--- config.mk ---
export PLATFORM = sky130hd
export DESIGN_NAME = float_normalize
export DESIGN_NICKNAME = d
export VERILOG_FILES = /design/src/rtl/float_pkg.sv /design/src/rtl/float_normalize.sv
export SDC_FILE = /design/constraint.sdc
export NUM_CORES = 1
export LEC_CHECK = 0
export ABC_AREA = 1
export CAP_MARGIN = 10
export CORE_AREA = 2 2 81 99
export CTS_BUF_LIST = sky130_fd_sc_hd__clkbuf_16
export CTS_CLUSTER_DIAMETER = 30
export DETAILED_ROUTE_END_ITERATION = 8
export DIE_AREA = 0 0 83 101
export PLACE_DENSITY = 0.65
export SYNTH_ARGS = -nofsm -noshare
export SYNTH_HDL_FRONTEND = slang
export SYNTH_SLANG_ARGS = --single-unit
--- constraint.sdc ---
create_clock -name Clock -period 1.35 [get_ports Clock]
set_input_delay 0.135 -clock Clock [delete_from_list [all_inputs] [get_ports Clock]]
set_output_delay 0.135 -clock Clock [all_outputs]
set_load 0.01 [all_outputs]
--- src/rtl/float_pkg.sv ---
// Shared types and default widths for the FP normalization stage.
package float_pkg;
  localparam int N_MANT = 24;
  localparam int N_EXP  = 8;
  localparam logic [N_EXP-1:0] EXP_MAX = '1;

  typedef enum logic [1:0] {
    IDLE  = 2'd0,
    SHIFT = 2'd1,
    DONE  = 2'd2
  } state_t;
endpackage

--- src/rtl/float_normalize.sv ---
// Normalization stage ahead of FP rounding: right shift by one at capture,
// left shift one bit per cycle until the hidden bit is set or the exponent hits 0.
module float_normalize
  import float_pkg::*;
#(
  parameter int N  = N_MANT,
  parameter int EW = N_EXP
) (
  input  logic          Clock,
  input  logic          Reset,
  input  logic [N+2:0]  rawMant,
  input  logic [EW-1:0] rawExp,
  input  logic          inValid,
  output logic          inReady,
  output logic [N-1:0]  normMant,
  output logic [EW-1:0] normExp,
  output logic          R,
  output logic          S,
  output logic          oflow,
  output logic          uflow,
  output logic          outValid,
  input  logic          outReady,
  output state_t        fsm_state
);
  // Handshake: a transfer happens on an edge where valid and ready are both 1;
  // valid holds its data unchanged until that edge, and never waits on ready.

  localparam logic [EW-1:0] E_MAX = '1;
  localparam logic [EW-1:0] E_SAT = E_MAX - 1'b1;

  state_t        state, state_n;
  logic [N-1:0]  m, m_n;
  logic          r_bit, r_n, s_bit, s_n;
  logic [EW-1:0] e, e_n;
  logic          of_q, of_n, uf_q, uf_n;

  logic          raw_carry;
  logic [N-1:0]  raw_m;
  logic          raw_r, raw_s;
  logic [N-1:0]  m_sh;
  logic [EW-1:0] e_dec;

  assign raw_carry = rawMant[N+2];
  assign raw_m     = rawMant[N+1:2];
  assign raw_r     = rawMant[1];
  assign raw_s     = rawMant[0];
  assign m_sh      = {m[N-2:0], r_bit};
  assign e_dec     = e - 1'b1;

  always_comb begin
    state_n = state;
    m_n     = m;
    r_n     = r_bit;
    s_n     = s_bit;
    e_n     = e;
    of_n    = of_q;
    uf_n    = uf_q;
    case (state)
      IDLE: begin
        if (inValid) begin
          m_n     = raw_m;
          r_n     = raw_r;
          s_n     = raw_s;
          e_n     = rawExp;
          of_n    = 1'b0;
          uf_n    = 1'b0;
          state_n = DONE;
          if (!raw_carry && raw_m == '0 && !raw_r && !raw_s) begin
            e_n = '0;
          end else if (raw_carry) begin
            // Exponent would reach all-ones: saturate and flush the mantissa.
            if (rawExp >= E_SAT) begin
              m_n  = '0;
              r_n  = 1'b0;
              s_n  = 1'b0;
              e_n  = E_MAX;
              of_n = 1'b1;
            end else begin
              m_n = {1'b1, raw_m[N-1:1]};
              r_n = raw_m[0];
              s_n = raw_r | raw_s;
              e_n = rawExp + 1'b1;
            end
          end else if (raw_m[N-1]) begin
            state_n = DONE;
          end else if (rawExp == '0) begin
            uf_n = 1'b1;
          end else begin
            state_n = SHIFT;
          end
        end
      end
      SHIFT: begin
        m_n = m_sh;
        r_n = 1'b0;
        e_n = e_dec;
        if (m_sh[N-1] || e_dec == '0) begin
          state_n = DONE;
          uf_n    = !m_sh[N-1];
        end
      end
      DONE: begin
        if (outReady) state_n = IDLE;
      end
      default: state_n = IDLE;
    endcase
  end

  always_ff @(posedge Clock) begin
    if (Reset) begin
      state <= IDLE;
      m     <= '0;
      r_bit <= 1'b0;
      s_bit <= 1'b0;
      e     <= '0;
      of_q  <= 1'b0;
      uf_q  <= 1'b0;
    end else begin
      state <= state_n;
      m     <= m_n;
      r_bit <= r_n;
      s_bit <= s_n;
      e     <= e_n;
      of_q  <= of_n;
      uf_q  <= uf_n;
    end
  end

  assign inReady   = (state == IDLE) && !Reset;
  assign outValid  = (state == DONE);
  assign normMant  = m;
  assign normExp   = e;
  assign R         = r_bit;
  assign S         = s_bit;
  assign oflow     = of_q;
  assign uflow     = uf_q;
  assign fsm_state = state;
endmodule

==> results.ini <==
[sta]
slew_viol_final=0
worstMarginPinSlew_ns=0.305
final_critical_path_setup_slack_ns=-0.0503
tmin_final_ns=1.40
setup-violations-final=5
hold_violations=0
rsz0062_at_grt=yes
maxClockFrequency_ghz=0.714
relative_max_transition_margin=0.796
min_period_over_period=1.04
timing.clock.skew_ns=0.00567

[layout]
finish.utilization=0.584
stdcell_count=646
share_of_final_layout_standard_cells_stronger_than_drive_strength_1=0.269
design.final.nets=598
layout.cells.most_common_list=sky130_fd_sc_hd__nand2_1 (96), sky130_fd_sc_hd__buf_4 (79), sky130_fd_sc_hd__nand3_1 (53)
syn_to_final_growth_pct=68.1
layout.cells.most_common=sky130_fd_sc_hd__nand2_1
diodes=0
stdcell_area_sq_mm=0.00438

[cts]
clock_insertion_delay_worst_skew_ns=0.28
clockRootBuffer=sky130_fd_sc_hd__clkbuf_16
tritoncts.num_buffers=5
cts.path.max_buffers=2
cts_num_sinks=38
holdBufCountCts=0
tritoncts_clock_tree=yes
cts.clk_slew.worst_paths_ns=0.06
clock_tree.htree_level_count=2

[synthesis]
syn-mean-instance-area_sq_um=6.49
postSynthRegisterBits=38
yosys.cell_types.count=33
yosysWarningCount=0
mappedNetlistNets=445
synth.cell_area_sq_mm=0.00260
netlist_instances=401
yosys.area.top_type=sky130_fd_sc_hd__dfxtp_1
synth.top_cells.by_area=sky130_fd_sc_hd__dfxtp_1 (29%), sky130_fd_sc_hd__nand2_1 (15%), sky130_fd_sc_hd__nand3_1 (10%)
synth-seq-area-share=0.292
synth_top_area_frac=0.292

[power_and_ir_drop]
p_comb_frac=0.403
p_switching_mw=1.38
power-per-cell-area_mw_per_mm2=948
share_seq_of_total_power=0.332
clockPowerShare=0.266
worst_ir_drop_vdd_uv=621
p_leak_nw=2.23
power.internal_mw=2.77
switching_share=0.333

[drt]
post_drt_via_cell_ratio=5.13
number_of_iterations_in_the_first_detailed_routing_pass=4
final_antenna_net_count=0
drt_iter0_markers=151
via_count=3315
detail_route.wirelength_mm=8.99
drcViolationCount=0
drt-wirelength-per-cell_microns=13.9

[place]
placedInstanceArea_sq_mm=0.00407
dp.final_hpwl_mm=6.72
port_bufs=78
gp_congestion=0.907
placedCellCount=631

[run]
maxCapViolCount=0

[critical_path]
end_kind=flop
startpoint_type=flop
setup.worst_path.class=flop to flop
worst_reg_to_reg_setup_slack_ns=-0.05
worstSetupPathDepth=12
timing.critical_path.cells=inv_4 > ha_4 > nand2_1 > nand2_1 > nand2_2 > nor2_1 > nand2_1 > nor2_1 > nand2_1 > nand2_2 > nand2_2 > a21oi_2
critical_path.n_buffers_inverters=1
critical_path_required_ns=1.56
critPathSlowestCell=sky130_fd_sc_hd__dfxtp_4
stage_delay_of_the_slowest_cell_on_the_critical_path_ns=0.36
cp_top_family=simple AND/OR/NAND/NOR gates
worst_path_most_repeated_cell=sky130_fd_sc_hd__nand2_1
timing.critical_path.arrival_ns=1.61
crit_path_max_fanout=5
reg2regPathDepth=12

[global_route]
grt_max_degree=24
groute.usage.overall=0.207
initial_antenna_violation_count=0
grt.overflow.total=0
grt_pass1_vias=3226
grt_pass1_wl_mm=14.4

[floorplan]
vert_die_dim_microns=101
coreArea_sq_mm=0.00749
dieArea_sq_mm=0.00838
die_boundary_width_microns=83
num_rows=35
io-pin-count=79
starting_density_of_the_core=0.348

[run_status]
outcome=complete, but fails checks
violations=negative setup slack

[worst_hold_path]
hold-path-cell-count=2
hold_class=flop to flop

what timing repair did:
action / CTS / global route
cloned: 1 / 1
setup buffers: 6 / 0
resized for setup: 45 / 36
endpoints found under the hold margin: 0 / 0
pin swaps: 9 / 4
endpoints found under the setup margin: 53 / 43
synth_stat cells (all sizes together):
cell       n
o22ai      2
buf       13
ha         5
nand3     56
nand4      4
a31oi      8
nand3b     2
o21ai     29
nor2      37
xor2       1
inv       35
xnor2      1
nor3       4
clkinv     1
clkbuf     7
o211ai    19
o21bai     1
nand2    109
dfxtp     38
a21oi     28
o2111ai    1
kinds of logic after synthesis:
group,count (synthesis),synth area share
flops,38,0.292
buf+inv,56,0.0937
xor+xnor,2,0.00673
fa+ha+maj,5,0.0240
compound gates,88,0.212
simple gates,212,0.371
flip-flops by register name, summed over array words and instances (netlist names):
signal	cells
S	1
oflow	1
R	1
normExp	8
uflow	1
normMant	24
fsm_state	2
metrics by stage:
stage | hold slack, ns | setup TNS, ns | power (mW) | worst slack, ns
after global routing | 0.485 | -0.605 | 4.38 | -0.153
after CTS | 0.458 | -0.137 | 4.13 | -0.0485
after floorplan | 0.301 | 0 | 2.13 | 0.0180
final | 0.466 | -0.146 | 4.15 | -0.0503
after detailed placement | 0.449 | -14.08 | 3.02 | -0.452
after global placement | 0.443 | -12.70 | 3.00 | -0.391
area by class of cell:
cell class              instances  area (sq um)
clock buffers                   5           125
clock inverters                 2          11.3
fillers                       704          3110
inverters                      36           145
multi-input cells             308          1690
flip-flops and latches         38           776
well taps                      92           115
repair buffers                165          1510
final timing paths:
check,to,start
max,fsm_state[1],normExp[1]
min,uflow,uflow
max reg2reg,fsm_state[1],normExp[1]
min reg2reg,uflow,uflow
metal layers:
metal	track usage	up-vias	wire [microns]
met3	0.0352	15	478
met4	0.0643	0	161
li1	-	1657	-
met2	0.393	109	4700
met1	0.236	1534	3650
met5	0	-	0
worst min-delay path: stages (launching register included):
cell,delay (ns)
sky130_fd_sc_hd__dfxtp_1,0.30
sky130_fd_sc_hd__inv_1,0.07
sky130_fd_sc_hd__a21oi_2,0.05
power groups by stage:
stage | Clock (mW) | Combinational [mW] | Sequential [mW]
after floorplan | 0 | 0.700 | 1.43
final | 1.10 | 1.67 | 1.38
after global placement | 0 | 1.61 | 1.39
after CTS | 1.12 | 1.64 | 1.37
after detailed placement | 0 | 1.63 | 1.39
after global routing | 1.17 | 1.83 | 1.39
Note: power is estimated with default switching activity, not from simulation.
